**src/rtl/branch_ex.sv**
```systemverilog
// Branch execute stage: resolves branches/jumps, issues a registered redirect and
// link write-back, squashes shadow instructions for a fixed window, counts branches.
module branch_ex #(
    parameter int unsigned FLUSH_CYCLES = 2,
    parameter int unsigned CNT_W        = 32
) (
    input  logic             clk,
    input  logic             rst,
    input  logic             stall,
    input  logic             is_nop_in,
    input  logic             is_jmp_in,
    input  logic             is_imm_type_in,
    input  logic             zero_ext_in,
    input  logic [1:0]       op_in,
    input  logic [4:0]       rd_in,
    input  logic [19:0]      imm_in,
    input  logic [31:0]      pc_in,
    input  logic [31:0]      rs1_data_in,
    input  logic [31:0]      rs2_data_in,
    output logic             redirect_valid,
    output logic [31:0]      redirect_pc,
    output logic             flush,
    output logic             wb_valid,
    output logic [4:0]       wb_rd,
    output logic [31:0]      wb_data,
    output logic [CNT_W-1:0] branch_count,
    output logic [CNT_W-1:0] taken_count
);

    localparam int unsigned SQ_W = 4;

    typedef enum logic {IDLE = 1'b0, FLUSH = 1'b1} state_t;

    state_t            state, state_nxt;
    logic [SQ_W-1:0]   sq_cnt, sq_cnt_nxt;
    logic              redirect_valid_nxt, wb_valid_nxt;
    logic [31:0]       redirect_pc_nxt, wb_data_nxt;
    logic [4:0]        wb_rd_nxt;
    logic [CNT_W-1:0]  branch_count_nxt, taken_count_nxt;

    logic        eval;
    logic        taken;
    logic        lt;
    logic [31:0] offset;
    logic [31:0] pc_rel;
    logic [31:0] target;

    // Datapath: target and condition evaluation.
    always_comb begin
        offset = {{10{imm_in[19]}}, imm_in, 2'b00};
        pc_rel = pc_in + offset;
        lt     = zero_ext_in ? (rs1_data_in < rs2_data_in)
                             : ($signed(rs1_data_in) < $signed(rs2_data_in));
        taken  = 1'b0;
        target = pc_rel;
        if (is_jmp_in) begin
            taken  = 1'b1;
            target = (is_imm_type_in ? pc_rel : rs1_data_in) & 32'hFFFF_FFFC;
        end else begin
            unique case (op_in)
                2'b00:   taken = (rs1_data_in == rs2_data_in);
                2'b01:   taken = (rs1_data_in != rs2_data_in);
                2'b10:   taken = lt;
                default: taken = ~lt;
            endcase
        end
        eval = ~stall && (state == IDLE) && ~is_nop_in;
    end

    // Next-state and registered-output logic; stall holds everything.
    always_comb begin
        state_nxt          = state;
        sq_cnt_nxt         = sq_cnt;
        redirect_valid_nxt = redirect_valid;
        redirect_pc_nxt    = redirect_pc;
        wb_valid_nxt       = wb_valid;
        wb_rd_nxt          = wb_rd;
        wb_data_nxt        = wb_data;
        branch_count_nxt   = branch_count;
        taken_count_nxt    = taken_count;
        if (!stall) begin
            redirect_valid_nxt = 1'b0;
            wb_valid_nxt       = 1'b0;
            unique case (state)
                IDLE: begin
                    if (eval) begin
                        branch_count_nxt = branch_count + CNT_W'(1);
                        if (taken) begin
                            taken_count_nxt    = taken_count + CNT_W'(1);
                            redirect_valid_nxt = 1'b1;
                            redirect_pc_nxt    = target;
                            state_nxt          = FLUSH;
                            sq_cnt_nxt         = SQ_W'(FLUSH_CYCLES);
                        end
                        if (is_jmp_in && (rd_in != 5'd0)) begin
                            wb_valid_nxt = 1'b1;
                            wb_rd_nxt    = rd_in;
                            wb_data_nxt  = pc_in + 32'd4;
                        end
                    end
                end
                default: begin
                    sq_cnt_nxt = sq_cnt - SQ_W'(1);
                    if (sq_cnt == SQ_W'(1)) begin
                        state_nxt = IDLE;
                    end
                end
            endcase
        end
    end

    always_ff @(posedge clk or posedge rst) begin
        if (rst) begin
            state          <= IDLE;
            sq_cnt         <= '0;
            redirect_valid <= 1'b0;
            redirect_pc    <= '0;
            wb_valid       <= 1'b0;
            wb_rd          <= '0;
            wb_data        <= '0;
            branch_count   <= '0;
            taken_count    <= '0;
        end else begin
            state          <= state_nxt;
            sq_cnt         <= sq_cnt_nxt;
            redirect_valid <= redirect_valid_nxt;
            redirect_pc    <= redirect_pc_nxt;
            wb_valid       <= wb_valid_nxt;
            wb_rd          <= wb_rd_nxt;
            wb_data        <= wb_data_nxt;
            branch_count   <= branch_count_nxt;
            taken_count    <= taken_count_nxt;
        end
    end

    assign flush = (state == FLUSH);

endmodule

```
**config.mk**
```make
export PLATFORM = sky130hd
export DESIGN_NAME = branch_ex
export DESIGN_NICKNAME = d
export VERILOG_FILES = /design/src/rtl/branch_ex.sv
export SDC_FILE = /design/constraint.sdc
export NUM_CORES = 1
export LEC_CHECK = 0
export BUFFER_PORTS_ARGS = -buffer_cell sky130_fd_sc_hd__buf_2
export CELL_PAD_IN_SITES_DETAIL_PLACEMENT = 1
export CELL_PAD_IN_SITES_GLOBAL_PLACEMENT = 2
export CORE_ASPECT_RATIO = 2
export CORE_MARGIN = 4
export CORE_UTILIZATION = 31
export DETAILED_ROUTE_END_ITERATION = 6
export GPL_TIMING_DRIVEN = 0
export PLACE_DENSITY = 0.86
export SYNTH_ARGS = -nofsm -noshare
export SYNTH_HDL_FRONTEND = slang
export SYNTH_SLANG_ARGS = --single-unit
export TNS_END_PERCENT = 5
```
**constraint.sdc**
```tcl
create_clock -name clk -period 6.62 [get_ports clk]
set_input_delay 1.324 -clock clk [delete_from_list [all_inputs] [get_ports clk]]
set_output_delay 1.324 -clock clk [all_outputs]
set_load 0.01 [all_outputs]
```
After elaboration in Yosys (flattened, before gate mapping)
Cells that the tools add are included.
- $add $sub $neg: 5
- magnitude comparators: 2
- equal/unequal tests: 5
- multiplexer cells: 16
- bitwise gates (word level): 4
- reduce and logical (&&, ||, !) cells: 11
- operators by type and width (cell ; number):
    $add 32x1->32 const B ; 2
    $lt 32x32->1 ; 2
    $mux 32 ; 2
    $add 32x3->32 const B ; 1
    $add 32x32->32 ; 1
    $eq 32x32->1 ; 1
    $ne 32x32->1 ; 1
    $mux 4 ; 3
    $mux 1 ; 10
    $reduce_and 4->1 ; 2
    $reduce_and 3->1 ; 2
    $reduce_bool 5->1 ; 1
    $eq 4x1->1 const B ; 1
    $not 1->1 ; 4
    $reduce_bool 2->1 ; 2
    $sub 4x1->4 const B ; 1
    $logic_and 1x1->1 ; 3
    $pmux 1 s3 ; 1
    $eq 2x1->1 const B ; 1
    $eq 2x2->1 const B ; 1
    $logic_not 2->1 ; 1
- register bits: 140
- input bits: 130

Longest topological paths before layout
- depth in word-level cells: 8
- mapped depth: 13

Worst setup path after synthesis
OpenSTA, ideal clock, no wires.
- kind: in2reg
- start: input port imm_in[0]
- end: register redirect_pc[30]
- library setup time: 0.124 ns
- arrival time: 3.867 ns
- required time: 6.496 ns
- setup slack: 2.629 ns
- stages on the path: 12
- path through: ha_1 > inv_1 > fa_1 > and2b_1 > o2111ai_1 > a211oi_1 > o2111ai_1 > a21boi_1 > a31oi_1 > o211ai_1 > mux2_2 > o31a_1
- cells in the longest elaborated chain, start to end: 3
- RTL lines (what ; RTL line ; RTL):
    start: declaration ; 16 ; input logic [19:0] imm_in,
    $add 32x32->32 * ; 51 ; pc_rel = pc_in + offset;
    $mux 32 ; 58 ; target = (is_imm_type_in ? pc_rel : rs1_data_in) & 32'hFFFF_FFFC;
    $mux 32 * ; 56 ; if (is_jmp_in) begin
    end signal: assignment ; 127 ; redirect_pc <= redirect_pc_nxt;
    end: declaration ; 21 ; output logic [31:0] redirect_pc,
Every way passes the cells marked *; elsewhere a longest branch is shown, timed or not.
A chain may end at the register's enable or synchronous reset.

Worst setup path after layout
- start: input port pc_in[2]
- end: register redirect_pc[30]
- cells in the longest elaborated chain, start to end: 3
- RTL lines (what ; RTL line ; RTL):
    start: declaration ; 17 ; input logic [31:0] pc_in,
    $add 32x32->32 * ; 51 ;
    $mux 32 ; 58 ;
    $mux 32 * ; 56 ;
Marks and branches as above.

==> metrics.yaml <==
hold_slack_ps: 470
antenna_found_initial: 4
clockRootBuffer: "clkbuf_16"
first_global_vias: 9123
core_area_sq_um: 28100
power.total_mw: 3.39
cts.clk_slew.worst_paths_ps: 60
arrival_ps: 4650
clk_path_buf_depth: 2
initial_core_util: 0.314
dieArea_sq_um: 31300
numCtsBuffers: 17
vdd_drop_max_uv: 169
syn_area_per_cell_sq_um: 9.08
slew_violations: 0
drive_gt1_frac: 0.267
clock-sinks: 140
p_per_area_nw_per_um2: 302
hp-class: "reg -> reg"
cp_max_fo: 6
slowest_stage: "a21boi_1"
critPathTopFamily: "compound AO/OA/AOI/OAI gates"
post_cts_resized: 0
drv_cap: 0
p_switching_mw: 1.23
place_congestion: 0.870
sw_frac_of_total: 0.361
worst_path_most_repeated_cell: "o2111ai_1"
synth_edf_count: 0
h-tree-depth: 4
power.leakage_nw: 5.68
die_h_um: 246
intPower_mw: 2.17
fin_setup_tns_ps: 0
rsz0062_at_grt: "no"
cts_hold_buf: 0
seqPwrFrac: 0.377
clk_latency_ps: 440
io_pins: 266
crit_buf_inv: 2
grt.total_usage: 0.208
cp-start-kind: "primary input"
dp.final_hpwl_mm: 26.7
netlist_instances: 970
die_w_um: 127
firstDrtPassIters: 4
cts_tree: "built"
postCtsSetupBuffers: 0
required_ps: 6940
ys_warn_count: 0
io_buffers: 265
cp-end-kind: "flop"
syn_nets: 1167
synthDistinctLibCells: 64
fmax_ghz: 0.231
rows: 87
hold_viol: 0
avgRoutedWirePerCell_um: 19.8
drc: 0
synth_seq_cells: 140
grt_max_degree: 89
period_needed_ps: 4330
relSlewSlack: 0.475
vias_per_cell: 5.10
critPathMaxStageDelay_ps: 390
criticalPathCategory: "in -> reg"
postRouteAntennaNets: 0
ys_seq_area_frac: 0.398
clkPwrFrac: 0.299
area_growth_pct: 27.5
grt_overflow_total: 0
fin_nets: 1452
setup_viol: 0
tightest_slew_ps: 780
ys_async_sr_fraction: 1.00
combPwrFrac: 0.324
drtIter0Drc: 270
vias: 8294
status: "finished, final reports clean"
fin_skew_ps: 10.7
drt_wl_total_mm: 32.2
syn_area_sq_um: 8800
period_share: 0.654
synth_flop_cell: "dfrtp_1"
grt_pass1_wl_mm: 49.9
cp_cell_sequence: "buf_2 > ha_1 > inv_1 > fa_1 > and2b_1 > o2111ai_1 > a211oi_1 > o2111ai_1 > a21boi_1 > a31oi_1 > o211ai_1 > mux2_2 > o31a_1"
==> cell type report <==
class                           instances  area [sq um]
Buffer                                 30           130
Inverter                               55           211
Clock inverter                         13           164
Timing Repair Buffer                  266          1350
Fill cell                            3393         16900
Tap cell                              356           445
Antenna cell                            1          2.50
Sequential cell                       140          3500
Multi-Input combinational cell        745          4960
Clock buffer                           19           453
==> cells in the mapped netlist, drive strengths merged (4+ instances only) <==
cell type | instances | area (sq um)
dfrtp | 140 | 3500
nand2 | 130 | 488
o21ai | 76 | 380
ha | 66 | 826
nor2 | 61 | 231
xor2 | 61 | 534
a21oi | 58 | 294
inv | 55 | 206
xnor2 | 53 | 464
nand3 | 44 | 230
nor3 | 23 | 126
clkbuf | 17 | 63.8
nand4 | 17 | 113
and3 | 16 | 100
mux2 | 14 | 158
buf | 13 | 66.3
a21o | 11 | 82.6
nor4 | 11 | 106
mux2i | 10 | 100
nand2b | 10 | 62.6
and4 | 8 | 70.1
a31oi | 7 | 50.1
and2 | 7 | 43.8
nor2b | 7 | 46.3
nor3b | 7 | 52.6
o211ai | 6 | 45.0
a21boi | 5 | 37.5
o21a | 4 | 30.0
==> metal layers <==
metal | global-route usage | part of all wire | routed length [um] | vias to the layer above
met5 | 0 | 0.00043 | 14 | -
met4 | 0.0922 | 0.037 | 1210 | 4
met3 | 0.0310 | 0.031 | 997 | 58
met2 | 0.428 | 0.60 | 19500 | 199
met1 | 0.194 | 0.33 | 10600 | 4095
li1 | - | - | - | 3938
==> logic make-up after synthesis <==
group                    Yosys count  share of synthesized area
XOR/XNOR                         114                      0.113
multiplexers                      24                     0.0293
buffers and inverters             85                     0.0382
flip-flops                       140                      0.398
AO/OA/AOI/OAI                    193                      0.131
AND/OR/NAND/NOR                  347                      0.195
adder cells (fa/ha/maj)           67                     0.0961
==> final timing paths <==
check                           slack [ps]                      endpoint                         start  depth (start not counted)
worst max-delay path                  2290   redirect_pc[30]$_DFFE_PP0P_                      pc_in[2]                         13
worst min-delay path                   470  branch_count[31]$_DFFE_PP0P_  branch_count[31]$_DFFE_PP0P_                          1
worst max register to register        3650  branch_count[29]$_DFFE_PP0P_             flush$_DFFE_PP0N_                          9
min in group asynchronous              930   taken_count[19]$_DFFE_PP0P_                           rst                          2
worst min register to register         470  branch_count[31]$_DFFE_PP0P_  branch_count[31]$_DFFE_PP0P_                          1
max in group asynchronous             4850        wb_data[6]$_DFFE_PP0P_                           rst                          3
==> power by group through the flow <==
stage | clock (mW) | sequential, mW | combinational [mW]
floorplan | 0 | 1.39 | 0.462
global route | 1.08 | 1.32 | 1.22
CTS | 1.04 | 1.28 | 1.13
finish | 1.02 | 1.28 | 1.10
global placement | 0 | 1.28 | 1.09
detailed placement | 0 | 1.30 | 1.12
==> per-stage QoR <==
step	utilization	std cells	setup WS (ps)	cell area, sq um
after global routing	0.400	1625	1960	11200
after detailed placement	0.378	1592	1860	10600
final	0.400	1625	2290	11200
after global placement	0.377	1591	-324	10600
after floorplan	-	970	1540	8800
after CTS	0.400	1624	2300	11200
==> state kept, by name (all words and copies together) (netlist names) <==
| register | flops |
|---|---|
| branch_count | 32 |
| redirect_pc | 32 |
| taken_count | 32 |
| wb_data | 32 |
| wb_rd | 5 |
| sq_cnt | 4 |
| flush | 1 |
| redirect_valid | 1 |
| wb_valid | 1 |
==> cells in the final DEF, fill, tap and decap left out, drive strengths merged, types with 3 or more instances in the layout <==
master,Yosys,layout
a21o,11,11
o211ai,6,6
a21boi,5,5
xor2,61,61
a2111oi,3,3
nand2,130,130
ha,66,66
o31ai,3,3
o21ai,76,76
clkbuf,17,36
nor3b,7,7
mux2i,10,10
o21a,4,4
and4,8,8
clkinv,0,5
bufinv,0,3
o21bai,3,3
mux2,14,14
nand3,44,44
and2,7,7
inv,55,58
nor2,61,61
dfrtp,140,140
a21oi,58,58
buf,13,279
nor3,23,23
nor4,11,11
nor2b,7,7
and3,16,16
xnor2,53,53
a31oi,7,7
a41o,3,3
nand4,17,17
nand2b,10,10
Power figures use the tool's default switching activity.
